**src/rtl/bcd_display_mux.sv**
```systemverilog
`default_nettype none
// ============================================================================
//  Module      : bcd_display_mux
//  Description : Captures a packed multi-digit BCD word on a load strobe and
//                drives a time-multiplexed seven-segment display. Each digit
//                gets a slot of REFRESH_DIV clocks. The first clock of a slot
//                is a blank guard cycle with every anode off. The block also
//                provides leading-zero blanking, a dash glyph for nibbles
//                above 9, a sticky error flag for such nibbles, and a
//                one-cycle strobe each time the scan returns to digit 0.
//
//  Ports       : clk        - system clock, rising edge
//                rst        - synchronous active-high reset
//                load       - capture bcd_in / dp_in on this edge
//                bcd_in     - packed BCD word, digit 0 in bits [3:0]
//                dp_in      - decimal point request per digit
//                seg        - segments {g,f,e,d,c,b,a}
//                dp         - decimal point of the active digit
//                an         - one-hot anode enable
//                frame_done - one-cycle pulse after the scan wraps to digit 0
//                err        - sticky flag: a loaded nibble was above 9
//
//  Revision    : 1.0 - initial release
// ============================================================================
module bcd_display_mux #(
    parameter int NUM_DIGITS     = 4,
    parameter int REFRESH_DIV    = 1000,
    parameter bit SEG_ACTIVE_LOW = 1'b1
) (
    input  logic                    clk,
    input  logic                    rst,
    input  logic                    load,
    input  logic [4*NUM_DIGITS-1:0] bcd_in,
    input  logic [NUM_DIGITS-1:0]   dp_in,
    output logic [6:0]              seg,
    output logic                    dp,
    output logic [NUM_DIGITS-1:0]   an,
    output logic                    frame_done,
    output logic                    err
);

    // ------------------------------------------------------------------------
    // Constants
    // ------------------------------------------------------------------------
    localparam int C_PW = $clog2(REFRESH_DIV);
    localparam int C_IW = $clog2(NUM_DIGITS);

    localparam logic [C_PW-1:0] C_PRESC_LAST = C_PW'(REFRESH_DIV - 1);
    localparam logic [C_IW-1:0] C_IDX_LAST   = C_IW'(NUM_DIGITS - 1);

    // XOR masks that convert active-high values to the pin polarity. The
    // inactive pin level is therefore the mask itself.
    localparam logic [6:0]            C_SEG_POL = {7{SEG_ACTIVE_LOW}};
    localparam logic [NUM_DIGITS-1:0] C_AN_POL  = {NUM_DIGITS{SEG_ACTIVE_LOW}};
    localparam logic                  C_DP_POL  = SEG_ACTIVE_LOW;

    // ------------------------------------------------------------------------
    // State
    // ------------------------------------------------------------------------
    logic [4*NUM_DIGITS-1:0] r_shadow_q,     w_shadow_d;
    logic [NUM_DIGITS-1:0]   r_dp_shadow_q,  w_dp_shadow_d;
    logic [C_PW-1:0]         r_presc_q,      w_presc_d;
    logic [C_IW-1:0]         r_idx_q,        w_idx_d;
    logic                    r_err_q,        w_err_d;
    logic                    r_frame_done_q, w_frame_done_d;
    logic [6:0]              r_seg_q,        w_seg_d;
    logic                    r_dp_q,         w_dp_d;
    logic [NUM_DIGITS-1:0]   r_an_q,         w_an_d;

    // ------------------------------------------------------------------------
    // Per-digit views of the shadow word and of the incoming word
    // ------------------------------------------------------------------------
    logic [3:0]            w_digit [NUM_DIGITS];
    logic [NUM_DIGITS-1:0] w_zero;       // digit is 0 with no dp request
    logic [NUM_DIGITS-1:0] w_blank;      // digit is a leading zero
    logic [NUM_DIGITS-1:0] w_in_bad;     // incoming nibble above 9

    for (genvar k = 0; k < NUM_DIGITS; k++) begin : g_digit
        assign w_digit[k]  = r_shadow_q[4*k +: 4];
        assign w_zero[k]   = (r_shadow_q[4*k +: 4] == 4'd0) && !r_dp_shadow_q[k];
        assign w_in_bad[k] = (bcd_in[4*k +: 4] > 4'd9);
    end

    // A digit is a leading zero when it and every digit above it are zero.
    // The chain runs from the top digit down; digit 0 is always shown.
    assign w_blank[NUM_DIGITS-1] = w_zero[NUM_DIGITS-1];
    for (genvar k = 1; k < NUM_DIGITS - 1; k++) begin : g_blank
        assign w_blank[k] = w_zero[k] && w_blank[k+1];
    end
    assign w_blank[0] = 1'b0;

    // ------------------------------------------------------------------------
    // Seven-segment decode, active-high {g,f,e,d,c,b,a}
    // ------------------------------------------------------------------------
    function automatic logic [6:0] f_decode(input logic [3:0] val);
        logic [6:0] v_seg;
        case (val)
            4'd0:    v_seg = 7'b0111111;
            4'd1:    v_seg = 7'b0000110;
            4'd2:    v_seg = 7'b1011011;
            4'd3:    v_seg = 7'b1001111;
            4'd4:    v_seg = 7'b1100110;
            4'd5:    v_seg = 7'b1101101;
            4'd6:    v_seg = 7'b1111101;
            4'd7:    v_seg = 7'b0000111;
            4'd8:    v_seg = 7'b1111111;
            4'd9:    v_seg = 7'b1101111;
            default: v_seg = 7'b1000000;   // dash for non-BCD values
        endcase
        return v_seg;
    endfunction

    // ------------------------------------------------------------------------
    // Scan control and current-digit selection
    // ------------------------------------------------------------------------
    logic                  w_presc_wrap;
    logic                  w_idx_wrap;
    logic                  w_guard;
    logic [3:0]            w_cur_digit;
    logic                  w_cur_blank;
    logic                  w_cur_dp;
    logic [NUM_DIGITS-1:0] w_onehot;

    assign w_presc_wrap = (r_presc_q == C_PRESC_LAST);
    assign w_idx_wrap   = w_presc_wrap && (r_idx_q == C_IDX_LAST);
    assign w_guard      = (r_presc_q == '0);
    assign w_cur_digit  = w_digit[r_idx_q];
    assign w_cur_blank  = w_blank[r_idx_q];
    assign w_cur_dp     = r_dp_shadow_q[r_idx_q];
    assign w_onehot     = NUM_DIGITS'(1) << r_idx_q;

    // ------------------------------------------------------------------------
    // Next-state logic
    // ------------------------------------------------------------------------
    always_comb begin
        w_shadow_d     = r_shadow_q;
        w_dp_shadow_d  = r_dp_shadow_q;
        w_err_d        = r_err_q;
        w_presc_d      = r_presc_q + C_PW'(1);
        w_idx_d        = r_idx_q;
        w_frame_done_d = w_idx_wrap;
        w_seg_d        = C_SEG_POL;
        w_dp_d         = C_DP_POL;
        w_an_d         = C_AN_POL;

        if (w_presc_wrap) begin
            w_presc_d = '0;
            w_idx_d   = (r_idx_q == C_IDX_LAST) ? '0 : r_idx_q + C_IW'(1);
        end

        if (load) begin
            w_shadow_d    = bcd_in;
            w_dp_shadow_d = dp_in;
            if (|w_in_bad) begin
                w_err_d = 1'b1;
            end
        end

        // Outputs come from the current (pre-edge) scan position and shadow,
        // so a load only becomes visible one edge after it is captured.
        if (!w_cur_blank) begin
            w_seg_d = f_decode(w_cur_digit) ^ C_SEG_POL;
            w_dp_d  = w_cur_dp ^ C_DP_POL;
            if (!w_guard) begin
                w_an_d = w_onehot ^ C_AN_POL;
            end
        end
    end

    // ------------------------------------------------------------------------
    // Registers
    // ------------------------------------------------------------------------
    always_ff @(posedge clk) begin
        if (rst) begin
            r_shadow_q     <= '0;
            r_dp_shadow_q  <= '0;
            r_presc_q      <= '0;
            r_idx_q        <= '0;
            r_err_q        <= 1'b0;
            r_frame_done_q <= 1'b0;
            r_seg_q        <= C_SEG_POL;
            r_dp_q         <= C_DP_POL;
            r_an_q         <= C_AN_POL;
        end else begin
            r_shadow_q     <= w_shadow_d;
            r_dp_shadow_q  <= w_dp_shadow_d;
            r_presc_q      <= w_presc_d;
            r_idx_q        <= w_idx_d;
            r_err_q        <= w_err_d;
            r_frame_done_q <= w_frame_done_d;
            r_seg_q        <= w_seg_d;
            r_dp_q         <= w_dp_d;
            r_an_q         <= w_an_d;
        end
    end

    assign seg        = r_seg_q;
    assign dp         = r_dp_q;
    assign an         = r_an_q;
    assign frame_done = r_frame_done_q;
    assign err        = r_err_q;

endmodule
`default_nettype wire
```
**config.mk**
```make
export PLATFORM = sky130hd
export DESIGN_NAME = bcd_display_mux
export DESIGN_NICKNAME = d
export VERILOG_FILES = /design/src/rtl/bcd_display_mux.sv
export SDC_FILE = /design/constraint.sdc
export NUM_CORES = 1
export LEC_CHECK = 0
export CORE_ASPECT_RATIO = 0.5
export CORE_MARGIN = 1.5
export CORE_UTILIZATION = 35
export DETAILED_ROUTE_END_ITERATION = 6
export SETUP_SLACK_MARGIN = 0.15
export SLEW_MARGIN = 40
export SYNTH_ARGS = -nofsm -noshare
export SYNTH_HDL_FRONTEND = slang
export SYNTH_SLANG_ARGS = --single-unit
export TNS_END_PERCENT = 50
```
**constraint.sdc**
```tcl
create_clock -name clk -period 1.76 [get_ports clk]
set_input_delay 0.264 -clock clk [delete_from_list [all_inputs] [get_ports clk]]
set_output_delay 0.264 -clock clk [all_outputs]
set_load 0.1 [all_outputs]
```
After elaboration in Yosys (flattened, before gate mapping):

Memory sizes are Yosys's and may differ from the RTL's.
Index checks and enable logic that the tools add are counted.

* register bits: 46
* memory bits (read-only): 112
* bits of input ports: 23
* output and inout bits: 14
* logic and storage cells: 52
* memories: 1

* add/sub/neg operators: 2
* $lt $le $gt $ge: 6
* equal/unequal tests: 2
* shifts and indexed selects: 1
* muxes and demuxes: 9
* bitwise operators: 4
* reductions and logical operators: 18

Memory list
* (no name shown): depth 16, bits a word 7, read ports 1, clocked after Yosys merged registers in 0, write ports 0, RTL line 97 `case (val)`

Operators by type and width (count)
* 4-bit greater-than comparator (second input constant): 4
* 4-bit zero test: 3
* 10-bit by 1-bit adder with 10-bit output (second input constant): 1
* 10-bit equality test (second input constant): 1
* 10-bit zero test: 1
* 4-bit binary-select mux with 2-bit select: 1
* 4-bit 2-to-1 mux: 2
* 7-bit 2-to-1 mux: 1
* 7-bit NOT: 1
* 1-bit logical AND: 6
* 1-bit binary-select mux with 2-bit select: 2
* 4-bit NOT: 1
* 2-bit OR reduction: 2
* 4-bit OR reduction: 1
* 1-bit by 2-bit left shift with 4-bit output (first input constant): 1
* 3-bit greater-or-equal comparator (second input constant): 1
* 1-bit zero test: 3
* 2-bit by 3-bit < comparator with 1-bit output (second input constant): 1
* 2-bit NOT with 3-bit output: 1
* 3-bit OR reduction: 1
* 2-bit by 1-bit adder with 2-bit output (second input constant): 1
* 2-bit equality test (second input constant): 1
* 1-bit 2-to-1 mux: 2
* 2-bit 2-to-1 mux: 1
* other kinds (2): 2

Longest topological paths before layout:

* word-level depth: 8
* mapped depth: 8
* depth with buffers taken out: 7

Least setup slack after synthesis:

No wires, ideal clock.

* path kind: register to register
* from: register r_idx_q[0]
* to: register r_seg_q[3] (netlist: seg[3])
* library setup time: 0.073 ns
* arrival: 1.775 ns
* data required time: 1.687 ns
* setup slack: -0.089 ns
* cell stages (with the launch flop): 9
* buffers on the path: 1
* period minus slack after synthesis: 1.849 ns
* cells stage by stage: dfxtp_1 > buf_6 > mux4_1 > inv_1 > ha_1 > inv_1 > mux2i_1 > o21ba_1 > o211ai_2

* longest elaborated chain between the ends: 7
* elaborated cells on any way between the ends: 10
* those cells by class: mux: 6; bitwise: 2; reduce/logical: 1; memory: 1

RTL lines
* start, declared: RTL line 63 `logic [C_IW-1:0] r_idx_q, w_idx_d;`
* start signal, assigned: RTL line 188 `r_idx_q <= w_idx_d;`
* 2-bit NOT with 3-bit output (not written as such): RTL line 127 `assign w_cur_digit = w_digit[r_idx_q];`
* 4-bit binary-select mux with 2-bit select: RTL line 127
* 4-bit 2-to-1 mux (not written as such) (2 in a row): RTL line 127
* memory 16 x 7 bit
* 7-bit 2-to-1 mux: RTL line 161 `if (!w_cur_blank) begin`
* 7-bit NOT (no line)
* end signal, assigned: RTL line 191 `r_seg_q <= w_seg_d;`
* end, declared: RTL line 66 `logic [6:0] r_seg_q, w_seg_d;`

Several ways; a longest one is shown, not always the timed one. The select of a mux whose other input is x is not followed.
A chain may end at the register's enable or synchronous reset.

Worst setup path after layout:

* from: register r_idx_q[0]
* to: register r_seg_q[0] (netlist: seg[0])

The elaborated chain is that of the path after synthesis.

==> impl_metrics.json <==
{
  "path_clk_slew_ns": 0.06,
  "post_dp_cell_area_sq_um": 2590,
  "drcViolationCount": 0,
  "yosys-top-cells-count": "dfxtp_1, nor2_1, mux2i_1",
  "grt_max_degree": 27,
  "areaGrowthSynthToFinish_pct": 29.9,
  "die_area_sq_um": 6700,
  "finalCriticalPeriod_ns": 1.73,
  "design_area_sq_um": 2810,
  "netlist.area_leader.share": 0.425,
  "path_class": "reg2reg",
  "holdWs_ns": 0.493,
  "hold_violations": 0,
  "seq_area_frac_synth": 0.425,
  "stdcell_count": 344,
  "power_frac_comb": 0.187,
  "drive_above_1_share": 0.219,
  "setup.worst_path.end_class": "flop",
  "crit_fanout": 5,
  "antenna_cells": 0,
  "syn_inst": 214,
  "fin_nets": 289,
  "synth.largest_area_cell": "dfxtp_1",
  "p_clk_frac": 0.365,
  "io_pins": 37,
  "routabilityCongestion": 0.849,
  "h-tree-depth": 2,
  "die_x_um": 114,
  "worstPathArrival_ns": 1.93,
  "yosys-top-cells-area": "dfxtp_1, mux2i_1, nor2_1",
  "cap_violations": 0,
  "vias_per_cell": 4.67,
  "fin_skew_ns": 0.00236,
  "yosysMostFrequentCell": "dfxtp_1",
  "dr.pass1.iters": 4,
  "clkLatencyLatePin_ns": 0.28,
  "dp_hpwl_um": 3220,
  "wirelength_um": 4450,
  "tightest_slew_ns": 0.471,
  "p_int_mw": 1.83,
  "cts_tree": "yes",
  "initial_utilization": 0.359,
  "fin_tns_setup_ns": 0,
  "cts_hold_buf": 0,
  "avgSynthCellArea_sq_um": 10.1,
  "clk_path_buf_depth": 2,
  "async_flop_share": 0,
  "outcome": "finished, final reports clean",
  "cp-start-kind": "flop",
  "first_global_vias": 1540,
  "routedWlPerCell_um": 12.9,
  "slew_headroom": 0.686,
  "grt-ovfl-total": 0,
  "grt_usage": 0.139,
  "setup_viol": 0,
  "clock-root-buffer": "clkbuf_16",
  "antenna_found_initial": 0,
  "synth_cell_type_count": 40,
  "p_sw_frac": 0.275,
  "slew_viol_final": 0,
  "numCtsBuffers": 5,
  "grt_pass1_wl_um": 7280,
  "fin_crit_sh": 0.983,
  "dp.cells": 333,
  "synth_edf_count": 0,
  "clock-sinks": 46,
  "vias": 1605,
  "synth_seq_cells": 46,
  "die_h_um": 58.6,
  "placementRows": 20,
  "powerDensity_nw_per_um2": 898,
  "synth_warnings": 0,
  "core_area_sq_um": 6030,
  "p_sw_mw": 0.694,
  "syn_area_sq_um": 2170,
  "worst-endpoint-required_ns": 1.96,
  "seqPwrFrac": 0.447,
  "ant_nets": 0,
  "io_buffers": 36,
  "p_leak_nw": 1.11,
  "drt_iter0_markers": 33,
  "rsz0062_at_grt": "true",
  "ys.flop_type": "dfxtp_1",
  "synth_nets": 248,
  "ir_worst_vdd_v": 0.000384,
  "fmax_ghz": 0.578,
  "hold_class": "reg2reg"
}
[critical path, stage by stage, from the launching register on]
cell,delay (ns)
dfxtp_4,0.38
mux4_2,0.58
inv_2,0.13
ha_1,0.19
nor2_1,0.06
o31a_1,0.23
o211ai_1,0.08
[cells by family (layout without fill, tap and decap cells)]
group	count (synthesis)	count (layout)	synth area share
flops	46	46	0.425
xor+xnor	8	8	0.0324
compound gates	29	29	0.0982
simple gates	68	68	0.154
mux	27	27	0.155
fa+ha+maj	11	11	0.0635
buf+inv	25	67	0.0711
[routing by layer]
layer,global-route usage,part of all wire,up-vias
met5,0,0,-
met4,0.0268,0.0052,0
met3,0.0360,0.031,2
met2,0.224,0.44,22
met1,0.191,0.52,747
li1,-,-,834
[layout make-up]
| type | count | area (sq um) |
|---|---|---|
| clock buffers | 7 | 143 |
| fillers | 556 | 3220 |
| clock inverters | 1 | 5.00 |
| multi-input cells | 143 | 1140 |
| repair buffers | 47 | 440 |
| inverters | 12 | 47.5 |
| well taps | 88 | 110 |
| flip-flops and latches | 46 | 925 |
[sequential cells by signal, summed over array words and instances (netlist names)]
| name | flops |
|---|---|
| frame_done | 1 |
| dp | 1 |
| seg | 7 |
| err | 1 |
| r_shadow_q | 16 |
| r_presc_q | 10 |
| r_dp_shadow_q | 4 |
| an | 4 |
| r_idx_q | 2 |
[per-stage QoR]
stage	power [mW]	util	setup slack (ns)
after floorplan	1.48	-	0.0192
after global placement	1.60	0.429	0.0315
after detailed placement	1.61	0.429	-0.00967
after CTS	2.54	0.462	0.0420
after global routing	2.62	0.467	-0.0266
final	2.53	0.467	0.0296
[power by group through the flow]
| stage | Clock, mW | Sequential, mW | Combinational, mW |
|---|---|---|---|
| 4_1_cts | 0.949 | 1.13 | 0.465 |
| 3_3_place_gp | 0 | 1.15 | 0.450 |
| 5_1_grt | 0.983 | 1.14 | 0.504 |
| 6_report | 0.923 | 1.13 | 0.474 |
| 2_1_floorplan | 0 | 1.29 | 0.185 |
| 3_5_place_dp | 0 | 1.15 | 0.454 |
[layout by cell type (no fill, tap or decap), types with 4 or more instances in the layout]
cell              n
clkdlybuf4s50_1  22
inv_1             8
buf_4            21
nand2_1           5
nand3_1           4
nor3_1            4
mux4_2            5
o2111ai_1         4
o21ai_0           6
o211ai_1          4
mux2i_1          22
ha_1              7
xnor2_1           6
dfxtp_1          45
nor2_1           39
clkbuf_16         5
[timing repair]
action	4_1_cts	5_1_grt
buffers inserted	2	1
pin swaps	1	4
gates resized for setup	10	6
endpoints found under the setup margin	11	13
[worst paths after layout]
check	start	endpoint	slack, ns	cells after the start
min	r_presc_q[0]	r_presc_q[0]	0.49	1
max reg2reg	r_idx_q[0]	seg[0]	0.03	6
min reg2reg	r_presc_q[0]	r_presc_q[0]	0.49	1
max	r_idx_q[0]	seg[0]	0.03	6
No activity file was read; power rests on OpenSTA's default activity.
